**src/rtl/hilo_div_pkg.sv**
```systemverilog
// +----------------------------------------------------------------------+
// | hilo_div_pkg : shared types and constants for the HI/LO divider      |
// | Rev 1.0                                                              |
// +----------------------------------------------------------------------+
`default_nettype none

package hilo_div_pkg;

  typedef logic [31:0] Reg_t;
  typedef logic [63:0] DoubleReg_t;

  typedef enum logic [1:0] {
    IDLE = 2'd0,
    DBZ  = 2'd1,
    RUN  = 2'd2,
    DONE = 2'd3
  } div_state_t;

  localparam logic DivStart = 1'b1;
  localparam logic DivStop  = 1'b0;
  localparam int   DIV_ITER = 32;

  // Magnitude of an operand; 0x80000000 maps onto itself as an unsigned value.
  function automatic Reg_t abs_if(input Reg_t v, input logic sgn);
    return (sgn && v[31]) ? Reg_t'(-v) : v;
  endfunction

endpackage

`default_nettype wire

```
**src/rtl/hilo_div_div_step.sv**
```systemverilog
// +----------------------------------------------------------------------+
// | hilo_div_div_step : one radix-2 restoring-division step              |
// | Rev 1.0                                                              |
// +----------------------------------------------------------------------+
`default_nettype none

module hilo_div_div_step #(
  parameter int W = 32
) (
  input  logic [2*W:0] work,
  input  logic [W-1:0] divisor,
  output logic [2*W:0] work_nxt
);

  logic [2*W:0] shifted;
  logic [W:0]   rem_sh;
  logic [W:0]   diff;
  logic         unused_top;

  // The partial remainder stays below the divisor, so the top bit never carries data.
  assign unused_top = work[2*W];

  always_comb begin
    shifted  = {work[2*W-1:0], 1'b0};
    rem_sh   = shifted[2*W:W];
    diff     = rem_sh - {1'b0, divisor};
    work_nxt = shifted;
    if (rem_sh >= {1'b0, divisor}) begin
      work_nxt[2*W:W] = diff;
      work_nxt[0]     = 1'b1;
    end
  end

endmodule

`default_nettype wire

```
**src/rtl/hilo_div.sv**
```systemverilog
// +----------------------------------------------------------------------+
// | hilo_div : multi-cycle DIV/DIVU unit writing remainder/quotient to   |
// |            HI/LO with a one-cycle strobe. Rev 1.0                    |
// +----------------------------------------------------------------------+
`default_nettype none

module hilo_div
  import hilo_div_pkg::*;
#(
  parameter int DATA_W = 32,
  parameter int ITER   = DIV_ITER
) (
  input  logic              clk,
  input  logic              rst,
  input  logic              start_i,
  input  logic              signed_i,
  input  logic [DATA_W-1:0] opdata1_i,
  input  logic [DATA_W-1:0] opdata2_i,
  input  logic              annul_i,
  output logic              busy_o,
  output logic              ready_o,
  output logic              hilo_we_o,
  output logic [DATA_W-1:0] hi_o,
  output logic [DATA_W-1:0] lo_o
);

  localparam int              CNT_W = $clog2(ITER);
  localparam logic [CNT_W-1:0] LAST = CNT_W'(ITER - 1);

  div_state_t        state;
  div_state_t        state_nxt;
  logic              accept;
  logic [2*DATA_W:0] work;
  logic [2*DATA_W:0] work_nxt;
  Reg_t              divisor;
  logic              neg_q;
  logic              neg_r;
  logic [CNT_W-1:0]  count;
  logic              we;
  Reg_t              rem_raw;
  Reg_t              quo_raw;
  DoubleReg_t        result;

  assign accept = (state == IDLE) && (start_i == DivStart) && !annul_i;

  hilo_div_div_step #(.W(DATA_W)) u_step (
    .work     (work),
    .divisor  (divisor),
    .work_nxt (work_nxt)
  );

  // Sign fixups: quotient follows sign mismatch, remainder follows the dividend.
  assign rem_raw = work_nxt[2*DATA_W-1:DATA_W];
  assign quo_raw = work_nxt[DATA_W-1:0];
  assign result  = {(neg_r ? Reg_t'(-rem_raw) : rem_raw),
                    (neg_q ? Reg_t'(-quo_raw) : quo_raw)};

  always_ff @(posedge clk) begin
    if (rst) state <= IDLE;
    else     state <= state_nxt;
  end

  always_comb begin
    state_nxt = state;
    case (state)
      IDLE: if (accept) state_nxt = (opdata2_i == '0) ? DBZ : RUN;
      DBZ:  state_nxt = DONE;
      RUN: begin
        if (annul_i)            state_nxt = IDLE;
        else if (count == LAST) state_nxt = DONE;
      end
      DONE: if (annul_i || (start_i == DivStop)) state_nxt = IDLE;
      default: state_nxt = IDLE;
    endcase
  end

  always_comb begin
    busy_o    = (state == DBZ) || (state == RUN) || accept;
    ready_o   = (state == DONE);
    hilo_we_o = we;
  end

  always_ff @(posedge clk) begin
    if (rst) begin
      work    <= '0;
      divisor <= '0;
      neg_q   <= 1'b0;
      neg_r   <= 1'b0;
      count   <= '0;
      we      <= 1'b0;
      hi_o    <= '0;
      lo_o    <= '0;
    end else begin
      we <= 1'b0;
      case (state)
        IDLE: begin
          if (accept && (opdata2_i != '0)) begin
            work    <= {{(DATA_W+1){1'b0}}, abs_if(opdata1_i, signed_i)};
            divisor <= abs_if(opdata2_i, signed_i);
            neg_q   <= signed_i && (opdata1_i[DATA_W-1] ^ opdata2_i[DATA_W-1]);
            neg_r   <= signed_i && opdata1_i[DATA_W-1];
            count   <= '0;
          end
        end
        DBZ: begin
          hi_o <= '0;
          lo_o <= '0;
          we   <= 1'b1;
        end
        RUN: begin
          if (!annul_i) begin
            work  <= work_nxt;
            count <= count + 1'b1;
            if (count == LAST) begin
              hi_o <= result[63:32];
              lo_o <= result[31:0];
              we   <= 1'b1;
            end
          end
        end
        default: ;
      endcase
    end
  end

endmodule

`default_nettype wire

```
**config.mk**
```make
export PLATFORM = sky130hd
export DESIGN_NAME = hilo_div
export DESIGN_NICKNAME = d
export VERILOG_FILES = /design/src/rtl/hilo_div_pkg.sv /design/src/rtl/hilo_div_div_step.sv /design/src/rtl/hilo_div.sv
export SDC_FILE = /design/constraint.sdc
export NUM_CORES = 1
export LEC_CHECK = 0
export BUFFER_PORTS_ARGS = -buffer_cell sky130_fd_sc_hd__buf_4
export CAP_MARGIN = 20
export CELL_PAD_IN_SITES_DETAIL_PLACEMENT = 1
export CELL_PAD_IN_SITES_GLOBAL_PLACEMENT = 1
export CORE_MARGIN = 10
export CORE_UTILIZATION = 39
export DETAILED_ROUTE_END_ITERATION = 16
export MAX_ROUTING_LAYER = met4
export PLACE_DENSITY = 0.87
export SYNTH_ARGS = -nofsm -noshare
export SYNTH_HDL_FRONTEND = slang
export SYNTH_SLANG_ARGS = --single-unit
```
**constraint.sdc**
```tcl
create_clock -name clk -period 4.9 [get_ports clk]
set_input_delay 0.735 -clock clk [delete_from_list [all_inputs] [get_ports clk]]
set_output_delay 0.735 -clock clk [all_outputs]
set_load 0.1 [all_outputs]
```
==> impl_metrics.toml, run 1 <==
[status]
status = "complete, no violations"

[sta]
drv_slew = 0
slew_headroom = 0.2462
fmax_ghz = 0.2107
whs_ns = 0.4608
setup_violations = 0
final.min_clock_period_ns = 4.747
fin_ws_ns = 0.1530
hold_viol = 0
post-route-period-util = 0.9688
worstMarginPinSlew_ns = 1.129
fin_skew_ns = 0.01661
setup_tns_ns = 0

[final_layout]
final_common_cell = "nand2_1"
layout-drive-gt1-share = 0.1745
layout_common_cells = "nand2_1 (208), nor2_1 (195), buf_4 (195)"
syn_to_final_growth_pct = 20.78
fin_area_sq_um = 14270
finalNetCount = 1825

[setup_path]
start_kind = "register"
critical_path_peak_fanout = 8
worstPathRequired_ns = 5.24
path_buf_inv = 2
end_kind = "register"
crit_slowest_cell = "or4_1"
critPathArrivalTime_ns = 5.09
cp_top_family = "compound AO/OA/AOI/OAI gates"
crit_cells = 18
slowest_delay_ns = 0.57
critPathKind = "register to register"
crit_chain = "inv_1 > ha_4 > nor2b_4 > o2111ai_4 > a2111oi_4 > o211ai_2 > nand2_4 > mux2i_4 > ha_2 > inv_1 > or4_1 > nor4_4 > a31oi_2 > or2_4 > o31ai_4 > o21ai_1 > xor2_1 > a22o_1"
r2r_cells = 18
crit_top_cell = "inv_1"

[route]
drtIter0Drc = 981
wl_um = 45920
ant_nets = 0
dr.pass1.iters = 6
wire_per_inst_um = 21.69
vias = 12614
via_per_inst = 5.958
drcViolationCount = 0

[clock_tree]
clkLatencyLatePin_ns = 0.46
cts_tree = "done"
htree_num_levels = 4
clockBufferDepth = 2
cts-root-buf = "clkbuf_16"
ctsHoldBuffers = 0
cts.sinks = 170
cts_buffers = 17
clk_pin_slew_ns = 0.09

[synthesis]
synthArstFlopShare = 0
ys_warn_count = 0
synth_top_flop_cell = "dfxtp_1"
synth_cells = 1592
ys_types = 77
yosysSeqAreaShare = 0.2881
synth_area_sq_um = 11810
syn_area_per_cell_sq_um = 7.419
synth_edf_count = 0
synth_nets = 1705
synth_seq_cells = 170

[grt]
grt_pass1_wl_um = 71640
grt_overflow = 0
grt_use_total = 0.2355
grt_max_degree = 83
grt_pass1_vias = 12954
antenna_found_initial = 0

[min_path]
hold_path.class = "register to register"
min_delay_path_depth = 2

[floorplan]
start_util = 0.3964
rows = 63
core_area_sq_um = 29800
die_w_um = 194.0
io-pin-count = 136
die-height_um = 194.0
die-area_sq_um = 37650

[power]
powerDensity_nw_per_um2 = 367.3
leakage_nw = 5.635
ir_drop_mv = 0.3197

[placed_design]
gp_congestion = 0.9412
portBuffers = 135
pre_cts_ws_ns = -0.04237
hpwlAfterDp_um = 33710
dpl_cell_area_sq_um = 13340

[job]
maxCapViolCount = 0
Yosys cell counts, types with 4 or more instances:
cell / n / share of area
nor2_1: 197 / 0.063
a211o_1: 6 / 0.0044
a22oi_1: 59 / 0.037
or3_1: 17 / 0.0090
dfxtp_1: 170 / 0.29
o21ai_1: 4 / 0.0017
and3_1: 11 / 0.0058
nand2_1: 209 / 0.066
and4_1: 5 / 0.0037
nand3_1: 18 / 0.0076
a31oi_1: 13 / 0.0069
ha_1: 43 / 0.046
inv_1: 60 / 0.019
or4_1: 12 / 0.0076
o21ai_0: 104 / 0.044
o211ai_1: 16 / 0.010
o31a_1: 7 / 0.0052
nand2b_1: 8 / 0.0042
o31ai_1: 24 / 0.015
nor2b_1: 12 / 0.0064
nor4_1: 17 / 0.0090
a21o_1: 11 / 0.0070
nand4_1: 14 / 0.0074
clkbuf_1: 77 / 0.024
a21oi_1: 115 / 0.049
nor3_1: 34 / 0.014
mux2i_1: 22 / 0.019
buf_4: 5 / 0.0032
or2_2: 12 / 0.0064
a221oi_1: 5 / 0.0037
nand3b_1: 4 / 0.0025
o41ai_1: 11 / 0.0082
o21a_1: 4 / 0.0025
nor3b_1: 4 / 0.0025
buf_1: 4 / 0.0013
nor4b_1: 4 / 0.0030
xor2_1: 49 / 0.036
buf_2: 9 / 0.0038
a211oi_1: 43 / 0.027
xnor2_1: 88 / 0.065
and2_1: 9 / 0.0048
kinds of logic after synthesis:
group                    synth area share
buffers and inverters             0.05307
AO/OA/AOI/OAI                      0.2538
multiplexers                      0.02150
XOR/XNOR                           0.1016
AND/OR/NAND/NOR                    0.2346
flip-flops                         0.2881
adder cells (fa/ha/maj)           0.04725
registers in the layout, summed over array words and instances (netlist names):
signal and count:
neg_r 1, work 64, lo_o 32, state 2, count 5, hi_o 32
neg_q 1, hilo_we_o 1, divisor 32
power by group:
part / internal, mW / total, mW / switching [mW]
sequential: 1.47 / 1.58 / 0.102
clock: 0.711 / 1.48 / 0.766
combinational: 0.752 / 2.19 / 1.43
total: 2.94 / 5.24 / 2.30
per-layer routing:
metal,share of wire,vias up,global-route usage
met5,0,-,-
met1,0.44,6260,0.2882
li1,-,5929,-
met3,0.045,69,0.03026
met4,0.019,0,0.05792
met2,0.50,356,0.4014
path summary, 6_finish.rpt:
check | slack [ns] | start | endpoint
worst max-delay path | 0.15 | divisor[1] | hi_o[28]
worst min-delay path | 0.46 | hi_o[25] | hi_o[25]
worst max register to register | 0.15 | divisor[1] | hi_o[28]
worst min register to register | 0.46 | hi_o[25] | hi_o[25]
layout make-up:
| cell class | instances | area [sq um] |
|---|---|---|
| sequential | 170 | 3411 |
| antenna | 2 | 5.005 |
| clock buffer | 17 | 425.4 |
| timing repair buffer | 197 | 1495 |
| inverter | 61 | 229.0 |
| tap | 390 | 488.0 |
| fill | 3702 | 15530 |
| multi-input combinational | 1265 | 8009 |
| clock inverter | 15 | 203.9 |
worst reg2reg max path, delay by kind of cell (launching register included):
| family | cells | cell delay [ns] |
|---|---|---|
| flip-flops | 1 | 0.34 |
| adder cells (fa/ha/maj) | 2 | 0.51 |
| multiplexers | 1 | 0.28 |
| buffers and inverters | 2 | 0.15 |
| AO/OA/AOI/OAI | 7 | 1.62 |
| XOR/XNOR | 1 | 0.17 |
| AND/OR/NAND/NOR | 5 | 1.55 |
timing repair:
action,4_1_cts,5_1_grt
setup buffers,0,12
pin swaps,1,10
gates resized for setup,6,48
endpoints found under the setup margin,6,11
through the flow:
| stage | instances | util | power (mW) |
|---|---|---|---|
| 6_report | 2117 | 0.4788 | 5.240 |
| 5_1_grt | 2115 | 0.4786 | 5.493 |
| 4_1_cts | 2103 | 0.4695 | 5.123 |
| 3_5_place_dp | 2071 | 0.4478 | 3.630 |
| 3_3_place_gp | 2071 | 0.4478 | 3.563 |
| 2_1_floorplan | 1592 | - | 2.990 |
Note: power is estimated with default switching activity, not from simulation.
==> run 2, diff against run 1 <==
--- a/config.mk
+++ b/config.mk
@@ -10,10 +10,12 @@
 export CELL_PAD_IN_SITES_DETAIL_PLACEMENT = 1
 export CELL_PAD_IN_SITES_GLOBAL_PLACEMENT = 1
 export CORE_MARGIN = 10
-export CORE_UTILIZATION = 39
+export CORE_UTILIZATION = 44
 export DETAILED_ROUTE_END_ITERATION = 16
 export MAX_ROUTING_LAYER = met4
-export PLACE_DENSITY = 0.87
+export PLACE_DENSITY = 0.92
+export RECOVER_POWER = 50
+export REMOVE_ABC_BUFFERS = 1
 export SYNTH_ARGS = -nofsm -noshare
 export SYNTH_HDL_FRONTEND = slang
 export SYNTH_SLANG_ARGS = --single-unit
==> constraint.sdc (replaced) <==
create_clock -name clk -period 4.47 [get_ports clk]
set_input_delay 0.6705 -clock clk [delete_from_list [all_inputs] [get_ports clk]]
set_output_delay 0.6705 -clock clk [all_outputs]
set_load 0.1 [all_outputs]
==> run 2 against run 1 <==
Against the previous run:
- the run now ends with negative setup slack left
- total power up 19%
- critical path depth up 2
- final cell count grew 2.0%
- critical endpoint is now hi_o[30]
- highest routed layer unchanged
- utilization up 8.9 points
- sequential power rose by 11%
- first-iteration DRC count up 64%
- final area up 4.3%
- largest power group unchanged
- maximum frequency rose by 5.1%
- register-to-register slack lost 0.20 ns
- combinational power grew 32%
- clock skew fell by 0.0013 ns
==> impl_metrics.toml, run 2 (synthesized netlist as in run 1, its figures left out) <==
[job]
maxCapViolCount = 0

[route]
drtIter0Drc = 1612
dr.pass1.iters = 7
ant_nets = 0
drcViolationCount = 0
via_per_inst = 6.563
wire_per_inst_um = 25.57
vias = 14169
wl_um = 55200

[min_path]
hold-path-endpoint = "hi_o[19]"
hold_start = "hi_o[19]"
min_delay_path_depth = 2
hold_path.class = "register to register"

[power]
p_clk_frac = 0.255
leakage_nw = 5.826
total_power_mw = 6.215
p_switching_mw = 2.769
power_frac_comb = 0.464
ir_drop_mv = 0.3191
p_int_mw = 3.446
switching_share = 0.4455
pwr-share-seq = 0.281
powerDensity_nw_per_um2 = 417.6

[placed_design]
gp_congestion = 0.9821
pre_cts_ws_ns = -0.1163
dpl_cell_area_sq_um = 13940
hpwlAfterDp_um = 34710
portBuffers = 135

[final_layout]
final_common_cell = "buf_4"
top_register = "work"
layout_common_cells = "buf_4 (218), nand2_1 (206), nor2_1 (193)"
layout-drive-gt1-share = 0.1948
fin_area_sq_um = 14880
finalNetCount = 1922
syn_to_final_growth_pct = 26.01
finish.utilization = 0.5679
fillers = 3268
largest_register_ff_count = 64

[grt]
grt_overflow = 0
grt_pass1_vias = 14507
grt_use_total = 0.2963
antenna_found_initial = 2
grt_pass1_wl_um = 78910
grt_max_degree = 67

[clock_tree]
cts-root-buf = "clkbuf_16"
cts_tree = "done"
clk_pin_slew_ns = 0.08
clockBufferDepth = 2
cts_buffers = 17
htree_num_levels = 4
clkLatencyLatePin_ns = 0.47
cts.sinks = 170

[setup_path]
end_kind = "register"
critPathArrivalTime_ns = 4.84
critPathKind = "register to register"
crit_slowest_cell = "or4_4"
crit_chain = "inv_2 > ha_4 > a21o_1 > a31oi_1 > buf_4 > a2111oi_4 > o211ai_2 > nand2_4 > mux2i_4 > ha_2 > inv_2 > or4_4 > nor4_4 > buf_4 > a31oi_1 > nor2_2 > o2111a_2 > a41oi_1 > xnor2_1 > o21ai_0"
slowest_delay_ns = 0.54
critical_path_peak_fanout = 5
rrSetupSlack_ns = -0.05
start_kind = "register"
worstPathRequired_ns = 4.79
path_buf_inv = 4
rr_endpoint = "hi_o[30]"
r2r_cells = 20
rr_startpoint = "divisor[4]"
cp_top_family = "compound AO/OA/AOI/OAI gates"

[sta]
post-route-period-util = 1.011
worstMarginPinSlew_ns = 1.271
fmax_ghz = 0.2213
hold_viol = 0
slew_headroom = 0.1526
setup_tns_ns = -0.08052
setup_violations = 2
final.min_clock_period_ns = 4.518
fin_skew_ns = 0.01528
drv_slew = 0
fin_ws_ns = -0.04798

[floorplan]
die_w_um = 183.8
io-pin-count = 136
rows = 59
die-height_um = 183.8
start_util = 0.4507
die-area_sq_um = 33800
core_area_sq_um = 26210

[status]
violations = "negative setup slack"
status = "finished, violations left"
[run 2: worst max-delay path by stage]
stage | from | to | slack (ns) | depth (start not counted)
floorplan | opdata2_i[6] | count[1] | -0.84 | 10
global placement | divisor[1] | hi_o[28] | -0.006 | 19
detailed placement | divisor[12] | hi_o[28] | -0.12 | 20
CTS | divisor[16] | hi_o[28] | 0.006 | 21
global route | divisor[1] | hi_o[30] | -0.1 | 19
finish | divisor[4] | hi_o[30] | -0.05 | 20
[run 2: cell type report]
class                   count  area [sq um]  area share
repair buffers            294          2009      0.1350
clock inverters            14         155.1     0.01042
diodes                      2         5.005   0.0003363
clock buffers              18         429.2     0.02884
inverters                  61         229.0     0.01538
multi-input cells        1265          8227      0.5528
well taps                 335         419.2     0.02816
flip-flops and latches    170          3410      0.2291
[run 2: worst min-delay path, delay by kind of cell (launching register included)]
family	cells	cell delay, ns
DFF	1	0.33
AOI/OAI and AO/OA	1	0.06
and+or+nand+nor	1	0.05
[run 2: per-layer routing]
| metal | routed length, um | track usage |
|---|---|---|
| met5 | 0 | - |
| met4 | 3049 | 0.1373 |
| met3 | 4635 | 0.05158 |
| met2 | 26320 | 0.4829 |
| met1 | 21200 | 0.3492 |
[run 2: metrics by stage]
step | instances | hold slack [ns]
after floorplan | 1496 | 0.4258
final | 2159 | 0.4640
after global placement | 2107 | 0.4367
after global routing | 2159 | 0.4865
after CTS | 2142 | 0.4747
after detailed placement | 2107 | 0.4556
[run 2: what timing repair did]
action                                  4_1_cts  5_1_grt
resized for setup                            22       69
endpoints found under the setup margin        7       14
buffers inserted                              3       14
pin swaps                                    10       25
hold buffers                                  0        0
[run 2: power by group through the flow]
stage          logic [mW]  registers (mW)  clock network, mW
4_1_cts              2.49            1.73               1.56
3_5_place_dp         2.38            1.76                  0
5_1_grt              3.01            1.75               1.65
2_1_floorplan        1.46            1.73                  0
3_3_place_gp         2.29            1.75                  0
6_report             2.88            1.75               1.58
